[src/rtl/local_mem_pkg.sv]
// Shared types and constants for the LOCAL_MEM request controller.
package local_mem_pkg;

   localparam int DEF_ADDR_W = 10;
   localparam int DEF_DATA_W = 32;
   localparam int BE_W       = DEF_DATA_W / 8;
   localparam logic [BE_W-1:0] FULL_BE = {BE_W{1'b1}};

   typedef enum logic [2:0] {
      IDLE,
      WR,
      RD_ADDR,
      RD_CAPT,
      RSP,
      RMW_ADDR,
      RMW_MRG,
      RMW_WR
   } state_t;

endpackage

[src/rtl/local_mem_be_merge.sv]
// Byte-lane merge for read-modify-write: enabled lanes take the new word,
// the rest keep the word read back from LOCAL_MEM.
module local_mem_be_merge
   import local_mem_pkg::*;
#(
   parameter int DATA_W = DEF_DATA_W,
   parameter int BE_N   = DATA_W / 8
) (
   input  logic [DATA_W-1:0] old_word,
   input  logic [DATA_W-1:0] new_word,
   input  logic [BE_N-1:0]   be,
   output logic [DATA_W-1:0] merged
);

   always_comb begin
      merged = old_word;
      for (int i = 0; i < BE_N; i++) begin
         if (be[i]) begin
            merged[8*i +: 8] = new_word[8*i +: 8];
         end
      end
   end

endmodule

[src/rtl/local_mem_ctrl.sv]
// Request-side controller for the LOCAL_MEM single-port BRAM: one request in
// flight, byte-enabled writes become full writes or read-modify-write cycles.
module local_mem_ctrl
   import local_mem_pkg::*;
#(
   parameter int ADDR_W = DEF_ADDR_W,
   parameter int DATA_W = DEF_DATA_W
) (
   input  logic                clk,
   input  logic                rst,
   input  logic                req_valid,
   output logic                req_ready,
   input  logic                req_wr,
   input  logic [ADDR_W-1:0]   req_addr,
   input  logic [DATA_W-1:0]   req_data,
   input  logic [DATA_W/8-1:0] req_be,
   output logic                rsp_valid,
   input  logic                rsp_ready,
   output logic [DATA_W-1:0]   rsp_data,
   output logic                mem_we,
   output logic [ADDR_W-1:0]   mem_addr,
   output logic [DATA_W-1:0]   mem_din,
   input  logic [DATA_W-1:0]   mem_dout
);

   localparam int BE_N = DATA_W / 8;

   state_t              state, next_state;
   logic [DATA_W-1:0]   wr_data, wr_data_d;
   logic [BE_N-1:0]     wr_be, wr_be_d;
   logic                mem_we_d;
   logic [ADDR_W-1:0]   mem_addr_d;
   logic [DATA_W-1:0]   mem_din_d;
   logic                rsp_valid_d;
   logic [DATA_W-1:0]   rsp_data_d;
   logic [DATA_W-1:0]   merged;

   assign req_ready = (state == IDLE) && !rst;

   local_mem_be_merge #(
      .DATA_W (DATA_W),
      .BE_N   (BE_N)
   ) u_merge (
      .old_word (mem_dout),
      .new_word (wr_data),
      .be       (wr_be),
      .merged   (merged)
   );

   always_ff @(posedge clk) begin
      if (rst) begin
         state     <= IDLE;
         wr_data   <= '0;
         wr_be     <= '0;
         mem_we    <= 1'b0;
         mem_addr  <= '0;
         mem_din   <= '0;
         rsp_valid <= 1'b0;
         rsp_data  <= '0;
      end else begin
         state     <= next_state;
         wr_data   <= wr_data_d;
         wr_be     <= wr_be_d;
         mem_we    <= mem_we_d;
         mem_addr  <= mem_addr_d;
         mem_din   <= mem_din_d;
         rsp_valid <= rsp_valid_d;
         rsp_data  <= rsp_data_d;
      end
   end

   // RAM-side outputs are computed for the next state so that they are
   // registered yet line up with the state they belong to.
   always_comb begin
      next_state  = state;
      wr_data_d   = wr_data;
      wr_be_d     = wr_be;
      mem_we_d    = 1'b0;
      mem_addr_d  = mem_addr;
      mem_din_d   = mem_din;
      rsp_valid_d = 1'b0;
      rsp_data_d  = rsp_data;

      case (state)
         IDLE: begin
            if (req_valid) begin
               if (!req_wr) begin
                  mem_addr_d = req_addr;
                  next_state = RD_ADDR;
               end else if (&req_be) begin
                  mem_addr_d = req_addr;
                  mem_din_d  = req_data;
                  mem_we_d   = 1'b1;
                  next_state = WR;
               end else if (|req_be) begin
                  mem_addr_d = req_addr;
                  wr_data_d  = req_data;
                  wr_be_d    = req_be;
                  next_state = RMW_ADDR;
               end
               // A write with no byte enables is accepted and dropped here.
            end
         end
         WR:       next_state = IDLE;
         RD_ADDR:  next_state = RD_CAPT;
         RD_CAPT: begin
            rsp_data_d  = mem_dout;
            rsp_valid_d = 1'b1;
            next_state  = RSP;
         end
         RSP: begin
            if (rsp_ready) begin
               next_state = IDLE;
            end else begin
               rsp_valid_d = 1'b1;
            end
         end
         RMW_ADDR: next_state = RMW_MRG;
         RMW_MRG: begin
            mem_din_d  = merged;
            mem_we_d   = 1'b1;
            next_state = RMW_WR;
         end
         RMW_WR:   next_state = IDLE;
         default:  next_state = IDLE;
      endcase
   end

endmodule

[config.mk]
export PLATFORM = sky130hd
export DESIGN_NAME = local_mem_ctrl
export DESIGN_NICKNAME = d
export VERILOG_FILES = /design/src/rtl/local_mem_pkg.sv /design/src/rtl/local_mem_be_merge.sv /design/src/rtl/local_mem_ctrl.sv
export SDC_FILE = /design/constraint.sdc
export NUM_CORES = 1
export LEC_CHECK = 0
export BUFFER_PORTS_ARGS = -buffer_cell sky130_fd_sc_hd__clkbuf_2
export CAP_MARGIN = 20
export CORE_MARGIN = 1.5
export CORE_UTILIZATION = 57
export CTS_BUF_LIST = sky130_fd_sc_hd__clkbuf_8
export CTS_CLUSTER_DIAMETER = 120
export DETAILED_ROUTE_END_ITERATION = 12
export HOLD_SLACK_MARGIN = 0.02
export PLACE_DENSITY_LB_ADDON = 0.08
export RECOVER_POWER = 100
export SYNTH_ARGS = -nofsm -noshare
export SYNTH_HDL_FRONTEND = slang
export SYNTH_SLANG_ARGS = --single-unit
[constraint.sdc]
create_clock -name clk -period 4.65 [get_ports clk]
set_input_delay 0.6975 -clock clk [delete_from_list [all_inputs] [get_ports clk]]
set_output_delay 0.6975 -clock clk [all_outputs]
set_load 0.03 [all_outputs]
==> metrics.md, run 1 <==
| Metric | Value |
|---|---|
| Worst hold path endpoint | `rsp_data[3]` |
| Final worst slack | `1.47 ns` |
| Asr flop ratio synth | `0` |
| Hold Crit Depth | `2` |
| Initial DRC count | `222` |
| Crit Path Max Fanout | `22` |
| Setup crit end kind | `flip-flop` |
| DR vias/cell | `5.58` |
| CTS tree | `built` |
| Pins over their slew limit | `45` |
| Yosys reg bits | `115` |
| Register area share after synthesis | `0.457` |
| HPWL Detailed | `8810 um` |
| Top sig layer | `met4` |
| Crit Path Category | `flip-flop to flip-flop` |
| Clk buf depth | `2` |
| DRC errors left | `0` |
| Placed cell count | `809` |
| Total CTS buffers | `17` |
| Mapped cell area | `0.00504 mm^2` |
| Antenna violations before repair | `0` |
| Failing checks | `max-capacitance violations, max-slew violations` |
| FF-to-FF Start | `state[2]` |
| Core area | `0.00864 mm^2` |
| Diode count | `0` |
| Synth-to-Final Area Change | `19.1%` |
| First-pass GRT wire length | `22200 um` |
| Synth Flop Type | `dfxtp_1` |
| Outcome | `complete, but fails checks` |
| Least-Margin Pin Slew | `1.87 ns` |
| Worst Clk Skew | `0.0117 ns` |
| Wire per inst | `16.0 um` |
| Clock Latency Late Sink | `0.41 ns` |
| Fin util | `0.695` |
| WP data required | `4.96 ns` |
| Vias in the first global route | `4506` |
| CP Launch Type | `flip-flop` |
| IO Port Bufs | `159` |
| # H-tree levels | `4` |
| Gpl congestion | `0.848` |
| Power per cell area | `404 mW/mm^2` |
| Hold WS | `0.452 ns` |
| Post-route setup TNS | `0 ns` |
| Min-delay worst type | `flip-flop to flip-flop` |
| Hold Path Origin | `rsp_data[3]` |
| Final wirelength | `13500 um` |
| First drt pass iteration count | `5` |
| Met3 routed WL | `1060 um` |
| Clk root buf | `clkbuf_8` |
| Largest net degree at the start of global routing | `66` |
| Tcrit/Tclk final | `0.684` |
| Max-Cap Viols | `2` |
| Hold Violations, Final | `0` |
| Syn_area_per_cell | `8.56 um^2` |
| Die ar. | `0.00942 mm^2` |
| Metal2 WL | `6450 um` |
| Min Tclk post-route | `3.18 ns` |
| Clock Sinks | `115` |
| Rows | `34` |
| Syn nets | `672` |
| Place WS | `1.54 ns` |
| Syn Inst Count | `589` |
| Cts repair resizes | `0` |
| Max frequency | `0.314 GHz` |
| Post-CTS Hold Buffers | `0` |
| I/O pin count | `160` |
| Reg2Reg Depth | `5` |
| Initial core utilization | `0.584` |
| VDD IR max | `0.225 mV` |
| Vias | `4706` |
| Die Wd | `97.1 um` |
| Pleak | `2.10 nW` |
| Synth warn | `0` |
| Worst r2r dst | `wr_be[0]` |
| Die Height | `97.1 um` |
| Slew margin rel. | `-0.253` |
| Clock Pin Slew Worst Setup and Hold Paths | `0.07 ns` |
| Synth cell types | `33` |
| Nets | `805` |
| Share of cells above drive strength 1 | `0.208` |
| Final number of setup-violating endpoints | `0` |
| Non-Filler Instances | `843` |
| Final ANT Viol Nets | `0` |
| Post-CTS Setup Bufs | `0` |
| Post-synth EDFFs | `0` |
| Overall Global Routing Usage | `0.289` |
| WP data arrival | `3.49 ns` |
| Grt total ovfl | `0` |
| RSZ-0062 raised after global routing | `no` |
| Met1 WL | `5840 um` |
| R2r setup slk | `1.47 ns` |
==> report_power, final <==
part / switching (W) / total (W) / internal, W
logic: 0.000265 / 0.000388 / 0.000122
registers: 0.0000408 / 0.00107 / 0.00103
clock network: 0.000397 / 0.000961 / 0.000564
total: 0.000703 / 0.00242 / 0.00172
==> synthesized netlist by cell type (2+ instances only) <==
master / count / area share
nand2_1: 135 / 0.10
dfxtp_1: 115 / 0.46
a21oi_1: 73 / 0.072
mux2i_1: 43 / 0.085
clkbuf_1: 41 / 0.031
o2111ai_1: 32 / 0.056
o21ai_0: 32 / 0.032
a21oi_2: 30 / 0.052
nand2_2: 30 / 0.037
nor2_1: 16 / 0.012
buf_2: 5 / 0.0050
buf_1: 4 / 0.0030
a22o_1: 3 / 0.0052
buf_12: 3 / 0.012
nor4_1: 3 / 0.0037
a21boi_0: 2 / 0.0030
buf_6: 2 / 0.0045
nand2b_1: 2 / 0.0025
nand3b_1: 2 / 0.0030
nor2b_1: 2 / 0.0025
nor3_1: 2 / 0.0020
==> worst max path at each step <==
stage | slack (ns) | from | end | cells past startpoint
2_1_floorplan | 2.29 | rst | req_ready | 4
3_3_place_gp | 1.70 | req_be[3] | wr_be[3] | 5
3_5_place_dp | 1.54 | req_be[3] | wr_data[6] | 5
4_1_cts | 1.96 | req_be[3] | wr_data[25] | 5
5_1_grt | 1.31 | state[2] | wr_be[1] | 5
6_report | 1.47 | state[2] | wr_be[0] | 5
==> stage by stage <==
stage	cell area (um^2)	total power [W]
after floorplan	5040	0.00138
after global placement	5780	0.00148
after detailed placement	5780	0.00150
after CTS	6190	0.00245
after global routing	6000	0.00252
final	6000	0.00242
==> layout make-up <==
type                            instances  area, um^2
Fill cell                             768        2630
Multi-Input combinational cell        418        2370
Sequential cell                       115        2300
Timing Repair Buffer                  169         783
Clock buffer                           20         275
Clock inverter                         12         138
Tap cell                              108         135
Inverter                                1        3.75
==> flip-flops by register name, indices dropped and copies added, names as in the netlist <==
register	flops
rsp_data	32
state	3
mem_we	1
wr_be	4
mem_addr	10
rsp_valid	1
wr_data	32
mem_din	32
==> routing by layer <==
metal  up-vias  track usage
li1       2316            -
met1      2178        0.377
met3        11       0.0791
met2       201        0.466
met5         -            0
met4         0       0.0903
==> cells in the final DEF (no fill, tap or decap), drive strengths merged, types with 2 or more instances in the layout <==
master and instances:
clkinv 5, nor2b 2, dfxtp 115, nor4 4, a21boi 2, inv 3, buf 7, nand2 165
nor2 16, nand2b 2, mux2i 43, bufinv 3, o2111ai 32, a21oi 103, clkbuf 182, clkinvlp 2
a22o 3, o21ai 32, nand3b 2, nor3 2
==> cells by family (layout without fill, tap and decap cells) <==
kind of cell    Yosys count  count (layout)  synth area share
compound gates          176             176             0.226
flops                   115             115             0.457
buf+inv                  56             202            0.0556
simple gates            199             199             0.176
mux                      43              43            0.0854
==> critical path: stages, from the launching register on <==
cell and delay, ns:
dfxtp_1 0.41, or3_1 0.57, nor4_4 0.77, clkbuf_1 0.86
nor2_1 0.17, a22o_1 0.28
Note: power is estimated with default switching activity, not from simulation.
==> inputs of run 2 (changes only) <==
CORE_UTILIZATION = 53   (was 57)
clock period = 2.95 ns   (was 4.65 ns; I/O delays follow)
==> metrics.md, run 2 (synthesis results as in run 1) <==
| Metric | Value |
|---|---|
| Outcome | `complete, no violations` |
| Total power | `0.00386 W` |
| Crit Path Category | `flip-flop to flip-flop` |
| Power per cell area | `633 mW/mm^2` |
| Die ar. | `0.0101 mm^2` |
| Post-route setup TNS | `0 ns` |
| Core area | `0.00924 mm^2` |
| Antenna violations before repair | `0` |
| Diode count | `0` |
| R2r setup slk | `0.37 ns` |
| Overall Global Routing Usage | `0.274` |
| Initial core utilization | `0.546` |
| Clk buf depth | `2` |
| Final worst slack | `0.371 ns` |
| Hold WS | `0.249 ns` |
| Least-Margin Pin Slew | `0.993 ns` |
| Wire per inst | `15.7 um` |
| Setup crit end kind | `flip-flop` |
| Max frequency | `0.388 GHz` |
| HPWL Detailed | `9110 um` |
| Total CTS buffers | `17` |
| CP Launch Type | `flip-flop` |
| First drt pass iteration count | `5` |
| Fill count | `879` |
| Hold Violations, Final | `0` |
| Hold Path Origin | `mem_dout[4]` |
| Hold Crit Depth | `3` |
| Nets | `812` |
| WP data arrival | `2.94 ns` |
| Regs by FF count | `mem_din: 32 flops, rsp_data: 32 flops, wr_data: 32 flops` |
| DRC errors left | `0` |
| Final wirelength | `13600 um` |
| Vias | `4744` |
| FF-to-FF Start | `state[2]` |
| Gpl congestion | `0.846` |
| Pins over their slew limit | `0` |
| Worst r2r dst | `mem_din[4]` |
| Tcrit/Tclk final | `0.874` |
| Final number of setup-violating endpoints | `0` |
| WP data required | `3.31 ns` |
| IO Port Bufs | `159` |
| Post-CTS Setup Bufs | `0` |
| Place WS | `0.661 ns` |
| Clock Pin Slew Worst Setup and Hold Paths | `0.08 ns` |
| Initial DRC count | `182` |
| RSZ-0062 raised after global routing | `no` |
| Fin util | `0.660` |
| Max-Cap Viols | `0` |
| CTS tree | `built` |
| Final ANT Viol Nets | `0` |
| Largest net degree at the start of global routing | `66` |
| DR vias/cell | `5.45` |
| Die Wd | `101 um` |
| Clock Sinks | `115` |
| # H-tree levels | `4` |
| Min Tclk post-route | `2.58 ns` |
| Slew margin rel. | `0.337` |
| Vias in the first global route | `4492` |
| Reg2Reg Depth | `5` |
| Commonest non-fill, non-tap cells in the layout | `nand2_1 (154), dfxtp_1 (115), clkbuf_2 (83)` |
| I/O pin count | `160` |
| Commonest non-fill, non-tap cell in the layout | `nand2_1` |
| Cts repair resizes | `0` |
| Worst hold path endpoint | `rsp_data[4]` |
| Worst Clk Skew | `0.0146 ns` |
| VDD IR max | `0.310 mV` |
| Die Height | `101 um` |
| Rows | `35` |
| Share of cells above drive strength 1 | `0.225` |
| Synth-to-Final Area Change | `21.0%` |
| Grt total ovfl | `0` |
| Post-CTS Hold Buffers | `0` |
| Crit Path Max Fanout | `33` |
| Pleak | `2.12 nW` |
| First-pass GRT wire length | `21800 um` |
| Clock Latency Late Sink | `0.43 ns` |
| Clk root buf | `clkbuf_8` |
| Min-delay worst type | `primary input to flip-flop` |
[run 2: changes by cell type in the layout (fill, tap and decap cells not counted), moves of 2 or more]
cell and delta:
nand2_2 -11, a21oi_2 +15, a21oi_1 -15, clkinv_2 -2, clkinv_4 +3, nand2_1 +11
buf_4 +8
[run 2: where the power goes]
| group | switching (W) | internal [W] |
|---|---|---|
| Sequential | 0.0000620 | 0.00163 |
| Clock | 0.000665 | 0.000879 |
| Combinational | 0.000425 | 0.000203 |
| Total | 0.00115 | 0.00271 |
[run 2: area by class of cell]
class,count,area [um^2],area share
clock buffers,19,262,0.0429
clock inverters,13,159,0.0260
inverters,1,3.75,0.000615
multi-input cells,418,2400,0.393
flip-flops and latches,115,2300,0.377
well taps,129,161,0.0265
repair buffers,176,817,0.134
[run 2: metrics by stage]
step / cell area [um^2] / instances
after global routing: 6100 / 871
after detailed placement: 5870 / 839
after CTS: 6290 / 871
after global placement: 5870 / 839
final: 6100 / 871
after floorplan: 5040 / 589
[run 2: worst max path at each step]
| stage | from | endpoint | slack [ns] |
|---|---|---|---|
| 2_1_floorplan | state[0] | wr_data[10] | 1.05 |
| 3_3_place_gp | state[2] | wr_be[3] | 0.72 |
| 3_5_place_dp | state[2] | wr_data[24] | 0.66 |
| 4_1_cts | state[2] | wr_data[30] | 0.61 |
| 5_1_grt | state[2] | mem_din[4] | 0.25 |
| 6_report | state[2] | mem_din[4] | 0.37 |
[run 2: worst max-delay path, cell delays in order, from the launching register on]
cell and delay, ns:
dfxtp_1 0.52, and3b_2 0.64, a21o_1 0.45, clkbuf_1 0.50, o2111ai_1 0.23, a21oi_1 0.17
[run 2: per-layer routing]
metal  global-route usage  vias up  wire (um)
met2                0.460      167       6530
li1                     -     2332          -
met3               0.0756       11        883
met5                    0        -          0
met1                0.344     2234       6090
met4               0.0823        0        132
